`config.mk`:
```
export PLATFORM = sky130hd
export DESIGN_NAME = safecrack_dialer
export DESIGN_NICKNAME = d
export VERILOG_FILES = /design/src/rtl/safecrack_pkg.sv /design/src/rtl/safecrack_timer.sv /design/src/rtl/safecrack_dialer.sv
export SDC_FILE = /design/constraint.sdc
export NUM_CORES = 1
export LEC_CHECK = 0
export CAP_MARGIN = 25
export CORE_MARGIN = 2
export CORE_UTILIZATION = 33
export DETAILED_ROUTE_END_ITERATION = 8
export SLEW_MARGIN = 20
export SYNTH_ARGS = -nofsm -noshare
export SYNTH_HDL_FRONTEND = slang
export SYNTH_SLANG_ARGS = --single-unit
export TNS_END_PERCENT = 100
```
`constraint.sdc`:
```
create_clock -name clk -period 1.95 [get_ports clk]
set_clock_uncertainty 0.1 [all_clocks]
set_input_delay 0.39 -clock clk [delete_from_list [all_inputs] [get_ports clk]]
set_output_delay 0.39 -clock clk [all_outputs]
set_load 0.01 [all_outputs]
```
`src/rtl/safecrack_pkg.sv`:
```
// safecrack_pkg: shared types and constants for the safe-cracking lock and its dialer
// Holds the one-hot dialer state encoding, LED/button constants and a code validity helper.
package safecrack_pkg;
    localparam int DIGITS = 3;
    localparam logic [7:0] LED_READY = 8'h01;
    localparam logic [7:0] LED_SUCCESS = 8'hFF;
    localparam logic [2:0] BTN_IDLE = 3'b111;
    typedef enum logic [5:0] {
        S_IDLE       = 6'b000001,
        S_WAIT_READY = 6'b000010,
        S_PRESS      = 6'b000100,
        S_GAP        = 6'b001000,
        S_CHECK      = 6'b010000,
        S_DONE       = 6'b100000
    } dial_state_t;
    function automatic logic has_invalid_digit(input logic [2*DIGITS-1:0] c);
        logic r;
        r = 1'b0;
        for (int i = 0; i < DIGITS; i++) r = r | (&c[2*i +: 2]);
        return r;
    endfunction
endpackage

```
`src/rtl/safecrack_timer.sv`:
```
// safecrack_timer: loadable down-counter that parks at zero
// Ports: clk, rst (async, active-high), load/load_val (reload), expired (count reads zero).
module safecrack_timer #(
    parameter int W = 8
) (
    input  logic         clk,
    input  logic         rst,
    input  logic         load,
    input  logic [W-1:0] load_val,
    output logic         expired
);
    logic [W-1:0] count;
    always_ff @(posedge clk or posedge rst)
        if (rst) count <= '0;
        else if (load) count <= load_val;
        else if (count != '0) count <= count - 1'b1;
    assign expired = count == '0;
endmodule

```
`src/rtl/safecrack_dialer.sv`:
```
// safecrack_dialer: replays a 3-digit button code onto the lock and reports pass/fail
// Ports: clk, rst (async, active-high); start/code from the host; leds_green/led_red from the lock;
// btn (active-low) to the lock; busy/done/pass/fail/bad_code status to the host.
module safecrack_dialer
    import safecrack_pkg::*;
#(
    parameter int PRESS_CYCLES   = 500_000,
    parameter int GAP_CYCLES     = 500_000,
    parameter int TIMEOUT_CYCLES = 1_000_000
) (
    input  logic       clk,
    input  logic       rst,
    input  logic       start,
    input  logic [5:0] code,
    input  logic [7:0] leds_green,
    input  logic       led_red,
    output logic [2:0] btn,
    output logic       busy,
    output logic       done,
    output logic       pass,
    output logic       fail,
    output logic       bad_code
);
    localparam int MAXC = (PRESS_CYCLES > GAP_CYCLES ? PRESS_CYCLES : GAP_CYCLES) > TIMEOUT_CYCLES
                        ? (PRESS_CYCLES > GAP_CYCLES ? PRESS_CYCLES : GAP_CYCLES) : TIMEOUT_CYCLES;
    localparam int TW = $clog2(MAXC) + 1;

    dial_state_t state;
    logic [5:0]  code_q;
    logic [1:0]  idx;
    logic [1:0]  nidx;
    logic [1:0]  ndig;
    logic [2:0]  press_btn;
    logic [TW-1:0] tmr_val;
    logic        tmr_load, expired, acc, bad_in, ready, go_wait, go_press0, go_gap, gap_end, more;

    // A start landing on the done cycle is dropped so a host cannot chain onto the pulse it is reading.
    assign acc       = start && !done;
    assign bad_in    = has_invalid_digit(code);
    assign ready     = leds_green == LED_READY && !led_red;
    assign go_wait   = state == S_IDLE && acc && !bad_in;
    assign go_press0 = state == S_WAIT_READY && ready;
    assign go_gap    = state == S_PRESS && expired;
    assign gap_end   = state == S_GAP && !led_red && expired;
    assign more      = idx < 2'(DIGITS - 1);
    assign tmr_load  = go_wait || go_press0 || go_gap || gap_end;
    // Timer holds N-1 so a state lasts exactly N cycles before the zero reading ends it.
    assign tmr_val   = go_gap ? TW'(GAP_CYCLES - 1)
                     : (go_press0 || (gap_end && more)) ? TW'(PRESS_CYCLES - 1)
                     : TW'(TIMEOUT_CYCLES - 1);
    // Button pattern for the digit about to be pressed, so btn is registered on entry to PRESS.
    assign nidx      = state == S_GAP ? idx + 2'd1 : 2'd0;
    assign ndig      = 2'(code_q >> {nidx, 1'b0});
    assign press_btn = ~(3'b001 << ndig);

    safecrack_timer #(.W(TW)) u_timer (
        .clk      (clk),
        .rst      (rst),
        .load     (tmr_load),
        .load_val (tmr_val),
        .expired  (expired)
    );

    always_ff @(posedge clk or posedge rst) begin
        if (rst) begin
            state    <= S_IDLE;
            code_q   <= '0;
            idx      <= '0;
            btn      <= BTN_IDLE;
            busy     <= 1'b0;
            done     <= 1'b0;
            pass     <= 1'b0;
            fail     <= 1'b0;
            bad_code <= 1'b0;
        end else begin
            done <= 1'b0;
            case (state)
                S_IDLE: if (acc) begin
                    code_q   <= code;
                    busy     <= 1'b1;
                    pass     <= 1'b0;
                    fail     <= bad_in;
                    bad_code <= bad_in;
                    state    <= bad_in ? S_DONE : S_WAIT_READY;
                end
                S_WAIT_READY: if (ready) begin
                    idx   <= '0;
                    btn   <= press_btn;
                    state <= S_PRESS;
                end else if (expired) begin
                    fail  <= 1'b1;
                    state <= S_DONE;
                end
                S_PRESS: if (expired) begin
                    btn   <= BTN_IDLE;
                    state <= S_GAP;
                end
                S_GAP: if (led_red) begin
                    fail  <= 1'b1;
                    state <= S_DONE;
                end else if (expired) begin
                    idx   <= more ? nidx : idx;
                    btn   <= more ? press_btn : BTN_IDLE;
                    state <= more ? S_PRESS : S_CHECK;
                end
                S_CHECK: if (led_red || (leds_green != LED_SUCCESS && expired)) begin
                    fail  <= 1'b1;
                    state <= S_DONE;
                end else if (leds_green == LED_SUCCESS) begin
                    pass  <= 1'b1;
                    state <= S_DONE;
                end
                S_DONE: begin
                    done  <= 1'b1;
                    busy  <= 1'b0;
                    state <= S_IDLE;
                end
                default: state <= S_IDLE;
            endcase
        end
    end
endmodule

```
==> implementation parameters, run 1 <==
Parameter                              Value

Status
  Outcome ... finished, violations left
  Violations in the final reports ... setup timing

Global route
  Number of antenna violations at the first check in global routing ... 0
  Number of global-route vias before repair ... 2301
  Largest net degree at the start of global routing ... 44
  Overall fraction of global-route tracks in use ... 18.0%
  First-pass GRT wire length ... 11.3 mm
  Final global-route overflow total ... 0

Place
  Buffers on Ports ... 25
  Post-DP HPWL ... 5.03 mm
  Routability congestion estimate ... 0.884
  Placed instance area ... 3370 um2
  Post-placement setup slack ... -464 ps

Clock network
  CTS sink count ... 43
  Source-to-sink clock delay at the later pin of the worst-skew pair ... 300 ps
  Maximum clock path buffer count ... 2
  Clk root buf ... sky130_fd_sc_hd__clkbuf_8
  Total number of H-tree levels ... 2
  TritonCTS clock tree ... done
  Clock transition at path regs ... 90 ps
  Number of buffers created by CTS ... 5
  CTS Hold Buffers Added ... 0

Die
  Count of boundary I/O pins ... 26
  Horizontal die dimension ... 89.6 um
  Number of rows in the core area ... 31
  Die Footprint ... 8030 um2
  Starting utilization of the core area ... 33.7%
  Area of the placeable core ... 7180 um2
  Floorplan die height ... 89.6 um

Critical path
  Startpoint types ... flip-flop
  Kind of capture point of the worst setup path ... flip-flop
  Worst setup path startpoint ... u_timer.count[19]
  Type of the setup path with the least slack ... reg2reg
  Data required time of the critical path ... 2080 ps
  Arrival time at the worst endpoint ... 2280 ps
  Worst reg2reg path startpoint ... u_timer.count[19]
  Peak fanout along the critical path ... 9

STA
  Unrepaired setup endpoints after global routing ... yes
  Worst setup margin ... -195 ps
  Max-slew headroom ... 70.7%
  Maximum clock frequency ... 466 MHz
  Worst hold slack across all endpoints ... 243 ps
  Slew Limit Fails ... 0
  Time the final worst path needs with I/O delays and setup ... 2150 ps
  Post-route setup TNS ... -3820 ps
  Number of hold violations in the final report ... 0
  Period utilisation layout ... 110%
  Total setup violations reported at the end of the flow ... 30
  Pin slew with the least headroom to its limit ... 436 ps

Logic synthesis
  Number of distinct standard cells referenced by the synthesized netlist ... 59
  Top cell type by total area after synthesis ... sky130_fd_sc_hd__dfrtp_1
  Biggest area contributors in the synthesized netlist ... sky130_fd_sc_hd__dfrtp_1, sky130_fd_sc_hd__nand2_1, sky130_fd_sc_hd__nor2_1, sky130_fd_sc_hd__dfstp_2, sky130_fd_sc_hd__xnor2_1
  Share of the synthesized area in the top cell type ... 40.4%
  Async set-reset flop share out of synthesis ... 100%
  Total number of yosys warnings ... 0
  Seq cells post-synth ... 43
  Predominant post-synthesis flop cell ... sky130_fd_sc_hd__dfrtp_1
  Post-synthesis instance area ... 2420 um2
  Syn nets ... 285
  Post-synthesis average cell area ... 9.09 um2
  Sequential area share after synthesis ... 44.7%
  Gate count after technology mapping ... 266
  Number of flops mapped to enable cells by yosys ... 0

Power and ir drop
  Static leakage ... 1.61 nW
  Pwr dens ... 1120 nW/um2
  Max VDD drop ... 0.506 mV
  Pwr Total ... 4.23 mW

Hold path
  Startpoint of the lowest-slack hold path ... code[0]
  Worst min path class ... in2reg

Cells and area
  Synthesis-to-finish area growth ... 55.7%
  Final non-filler cell area ... 3760 um2
  # diodes ... 0
  Share of final-layout standard cells stronger than drive strength 1 ... 38.3%
  Final-stage net count ... 391

Routing
  Number of routed nets with antenna violations ... 0
  Initial DRC Count ... 173
  Number of vias per cell after detailed routing ... 5.06
  Final wirelength ... 6.87 mm
  Routed length per instance ... 14.6 um
  Number of remaining DRC errors ... 0
  Via total after detailed routing ... 2389
  First drt pass iteration count ... 4

Job
  Maximum capacitance violations ... 0
## state kept, by name, indices dropped and copies added, names as in the netlist
name / count
done: 1
btn: 3
fail: 1
state: 6
pass: 1
idx: 2
u_timer.count: 21
bad_code: 1
code_q: 6
busy: 1
## layout by cell type (no fill, tap or decap), drive strengths merged, types with 5 or more instances in the layout
cell,Yosys,layout
clkdlybuf4s50,0,24
clkbuf,5,6
o21ai,12,12
nand2,39,39
xnor2,12,12
xor2,6,6
dfrtp,39,39
a21oi,18,18
buf,4,83
nor3,11,11
nor4,12,12
nand4,9,9
nand3,8,8
nor2,32,32
nor2b,5,5
## synthesized netlist by cell type (all sizes together), types with 2 or more instances
library cell	count
a21oi	18
nand4b	2
a31oi	2
nor2b	5
nand4	9
o22ai	2
dfstp	4
nor3	11
clkbuf	5
or2	4
buf	4
nor4	12
or4	4
inv	5
xnor2	12
nor4b	2
o211ai	2
nand2	39
nand3	8
o21ai	12
dfrtp	39
xor2	6
nor2	32
nand3b	4
a22oi	2
nor3b	2
## path summary, 6_finish.rpt
kind / to / slack (ps) / cells past startpoint
min in group asynchronous: idx[0] / 330 / 3
max in group asynchronous: state[0] / 1160 / 3
max: idx[0] / -200 / 7
max reg2reg: idx[0] / -200 / 7
min reg2reg: btn[2] / 400 / 2
min: code_q[0] / 240 / 3
## metal layers
metal | up-vias | wire length (um) | GRT usage [%] | part of all wire (%)
met3 | 5 | 207 | 2.19 | 3.0
met1 | 1162 | 3280 | 26.7 | 48
met2 | 43 | 3330 | 28.1 | 48
met5 | - | 0 | 0 | 0
li1 | 1179 | - | - | -
met4 | 0 | 61 | 4.07 | 0.89
## power breakdown
part	total [mW]	internal (mW)	switching, mW
clock network	0.835	0.512	0.322
logic	1.95	1.02	0.926
registers	1.44	1.20	0.239
## layout make-up
| type | instances | area (um2) |
|---|---|---|
| repair buffers | 108 | 953 |
| well taps | 99 | 124 |
| flip-flops and latches | 43 | 1080 |
| clock inverters | 2 | 60.1 |
| multi-input cells | 209 | 1460 |
| fillers | 648 | 3410 |
| inverters | 5 | 18.8 |
| clock buffers | 6 | 72.6 |
## per-stage QoR
stage          utilization, %  cells
2_1_floorplan               -    266
3_3_place_gp             47.0    458
3_5_place_dp             47.0    458
4_1_cts                  50.3    468
5_1_grt                  52.5    472
6_report                 52.5    472
## cell families after synthesis
family	share of synthesized area (%)
AOI/OAI and AO/OA	12.8
xor gates and xnor gates	6.52
adders and majority gates	0.517
buffers and inverters	2.90
DFF	44.7
and+or+nand+nor	32.6
## what timing repair did
action | CTS | global route
gates resized for setup | 23 | 30
pin swaps | 10 | 11
endpoints found under the setup margin | 31 | 32
gates cloned | 0 | 0
buffers inserted | 2 | 4
## worst max-delay path, stage by stage, from the launching register on
cell and delay (ps):
sky130_fd_sc_hd__dfrtp_1 390, sky130_fd_sc_hd__or4_4 550, sky130_fd_sc_hd__or2_4 280, sky130_fd_sc_hd__or2_4 250
sky130_fd_sc_hd__buf_8 150, sky130_fd_sc_hd__nor3b_4 180, sky130_fd_sc_hd__a21oi_2 50, sky130_fd_sc_hd__o21ai_1 130
No activity file was read; power rests on OpenSTA's default activity.
==> run 2, diff against run 1 <==
--- a/config.mk
+++ b/config.mk
@@ -7,8 +7,10 @@
 export LEC_CHECK = 0
 export CAP_MARGIN = 25
 export CORE_MARGIN = 2
-export CORE_UTILIZATION = 33
+export CORE_UTILIZATION = 45
+export CTS_CLUSTER_DIAMETER = 150
 export DETAILED_ROUTE_END_ITERATION = 8
+export PLACE_DENSITY = 0.68
 export SLEW_MARGIN = 20
 export SYNTH_ARGS = -nofsm -noshare
 export SYNTH_HDL_FRONTEND = slang
==> run 2 against run 1 <==
Effect of this change: the flow still finishes with violations (setup timing); wire length shrank 0.97%; cell count shrank 6.8%; non-clock buffer count shrank 3; power down 2.1%; critical path depth up 1; global-route usage up 5.4 points; worst setup slack got worse by 41 ps; core utilization rose by 18 points; cell area decreased by 3.5%; clock power fell by 12%; sequential power shrank 3%; largest cell class unchanged.
==> implementation parameters, run 2 (same netlist as run 1, synthesis figures left out) <==
Parameter                              Value

Status
  Outcome ... finished, violations left
  Violations in the final reports ... setup timing

Power and ir drop
  Max VDD drop ... 0.707 mV
  Static leakage ... 1.57 nW
  Pwr Total ... 4.14 mW
  Pwr dens ... 1140 nW/um2

STA
  Slew Limit Fails ... 0
  Number of hold violations in the final report ... 0
  Max-slew headroom ... 65.8%
  Period utilisation layout ... 112%
  Pin slew with the least headroom to its limit ... 509 ps
  Time the final worst path needs with I/O delays and setup ... 2190 ps
  Total setup violations reported at the end of the flow ... 31
  Unrepaired setup endpoints after global routing ... yes
  Worst hold slack across all endpoints ... 252 ps
  Maximum clock frequency ... 457 MHz
  Worst setup margin ... -236 ps

Critical path
  Peak fanout along the critical path ... 4
  Slowest CP cell ... sky130_fd_sc_hd__or4_4
  Startpoint types ... flip-flop
  Data required time of the critical path ... 2040 ps
  Endpoint of the lowest-slack register-to-register path ... state[4]
  Arrival time at the worst endpoint ... 2280 ps
  Worst reg2reg path startpoint ... u_timer.count[17]
  Worst path cell trace ... or4_4, or2_4, buf_4, nor2_4, buf_12, nor3_1, a31oi_1, nor2_1
  Reg-to-reg slack, setup ... -240 ps
  Buffers and inverters on the worst path ... 2
  Kind of capture point of the worst setup path ... flip-flop
  Delay of the slowest cell on the worst path ... 570 ps
  Type of the setup path with the least slack ... reg2reg
  Kind of cell adding the most delay to the critical path ... simple AND/OR/NAND/NOR gates
  Number of cell instances on the worst register-to-register path ... 8

Hold path
  Worst min path class ... in2reg
  End of the worst hold path ... code_q[3]
  Worst hold path depth ... 3
  Startpoint of the lowest-slack hold path ... code[3]

Die
  Floorplan die height ... 77.3 um
  Starting utilization of the core area ... 47.1%
  Area of the placeable core ... 5140 um2
  Number of rows in the core area ... 26
  Count of boundary I/O pins ... 26
  Horizontal die dimension ... 77.3 um
  Die Footprint ... 5980 um2

Clock network
  TritonCTS clock tree ... done
  CTS sink count ... 43
  Number of buffers created by CTS ... 5
  CTS Hold Buffers Added ... 0
  Clk root buf ... sky130_fd_sc_hd__clkbuf_8
  Clock transition at path regs ... 80 ps
  Source-to-sink clock delay at the later pin of the worst-skew pair ... 300 ps
  Maximum clock path buffer count ... 2
  Total number of H-tree levels ... 2

Routing
  Number of vias per cell after detailed routing ... 5.51
  Number of routed nets with antenna violations ... 0
  Initial DRC Count ... 188
  Final wirelength ... 6.81 mm
  Routed length per instance ... 15.5 um
  Via total after detailed routing ... 2424
  Number of remaining DRC errors ... 0
  First drt pass iteration count ... 4

Cells and area
  # diodes ... 0
  Area used by sequential logic in the layout ... 1080 um2
  Multi-input combinational cell area ... 1430 um2
  Filler instances ... 398
  Synthesis-to-finish area growth ... 50.3%
  Most used cells in the layout excluding fill and tap cells ... sky130_fd_sc_hd__buf_4, sky130_fd_sc_hd__dfrtp_1, sky130_fd_sc_hd__nand2_1, sky130_fd_sc_hd__nor2_1, sky130_fd_sc_hd__clkdlybuf4s50_1
  Final-stage net count ... 388
  Final non-filler cell area ... 3630 um2
  Register ranked first by flip-flop count ... u_timer.count
  Max reg flops ... 21
  Post-layout util ... 70.7%
  Leading cell type in the layout, fill and taps excluded ... sky130_fd_sc_hd__buf_4
  Largest registers ... u_timer.count: 21 flops, code_q: 6 flops, state: 6 flops
  Share of final-layout standard cells stronger than drive strength 1 ... 38.4%

Job
  Maximum capacitance violations ... 0

Global route
  First-pass GRT wire length ... 11.0 mm
  Number of global-route vias before repair ... 2302
  Final global-route overflow total ... 0
  Overall fraction of global-route tracks in use ... 23.3%
  Number of antenna violations at the first check in global routing ... 0
  Largest net degree at the start of global routing ... 32

Place
  Buffers on Ports ... 25
  Post-placement setup slack ... -528 ps
  Placed instance area ... 3300 um2
  Post-DP HPWL ... 4.98 mm
  Routability congestion estimate ... 0.959
run 2: cell types whose count changed in the layout (fill, tap and decap cells not counted), sizes merged:
cell / previous run / this run
buf: 83 / 80
dlymetal6s2s: 1 / 2
clkinv: 1 / 2
dlygate4sd2: 0 / 3
bufinv: 2 / 1
clkdlybuf4s50: 24 / 20
run 2: power by group:
part	internal [mW]	total (mW)	leakage, nW	switching [mW]
clock	0.415	0.736	0.0612	0.321
combinational	1.03	2.00	0.985	0.970
sequential	1.20	1.40	0.522	0.199
total	2.65	4.14	1.57	1.49
run 2: routing by layer:
metal | track usage (%) | vias to the layer above | part of all wire [%]
met2 | 37.6 | 65 | 50
met4 | 7.14 | 0 | 1.3
met1 | 32.2 | 1186 | 45
li1 | - | 1163 | -
met3 | 3.88 | 10 | 4.0
met5 | 0 | - | 0
run 2: final cells by class:
cell class	count	share of cell area, %
multi-input cells	209	39.3
flip-flops and latches	43	29.7
repair buffers	105	24.8
well taps	70	2.41
clock buffers	6	2.27
clock inverters	2	0.964
inverters	5	0.516
run 2: per-stage QoR:
stage / setup TNS (ps) / std cells
6_report: -4710 / 440
5_1_grt: -6680 / 440
4_1_cts: -3980 / 439
3_5_place_dp: -12100 / 425
3_3_place_gp: -7450 / 425
2_1_floorplan: -1320 / 266
run 2: how the worst max path moves through the flow:
stage,endpoint,slack (ps),start,depth (start not counted)
detailed placement,u_timer.count[5],-530,code[1],9
floorplan,state[5],-120,u_timer.count[19],6
CTS,state[4],-180,u_timer.count[19],8
finish,state[4],-240,u_timer.count[17],8
global placement,u_timer.count[5],-350,code[1],9
global route,btn[1],-280,state[0],7
run 2: worst register-to-register path, delay by kind of cell, from the launching register on:
family | cells | cell delay (ps)
simple gates | 5 | 1120
compound gates | 1 | 170
buf+inv | 2 | 290
flops | 1 | 400
run 2: what timing repair did:
action	in CTS	in global routing
setup buffers	6	2
pin swaps	11	14
setup endpoints to repair	31	33
gates resized for setup	14	30
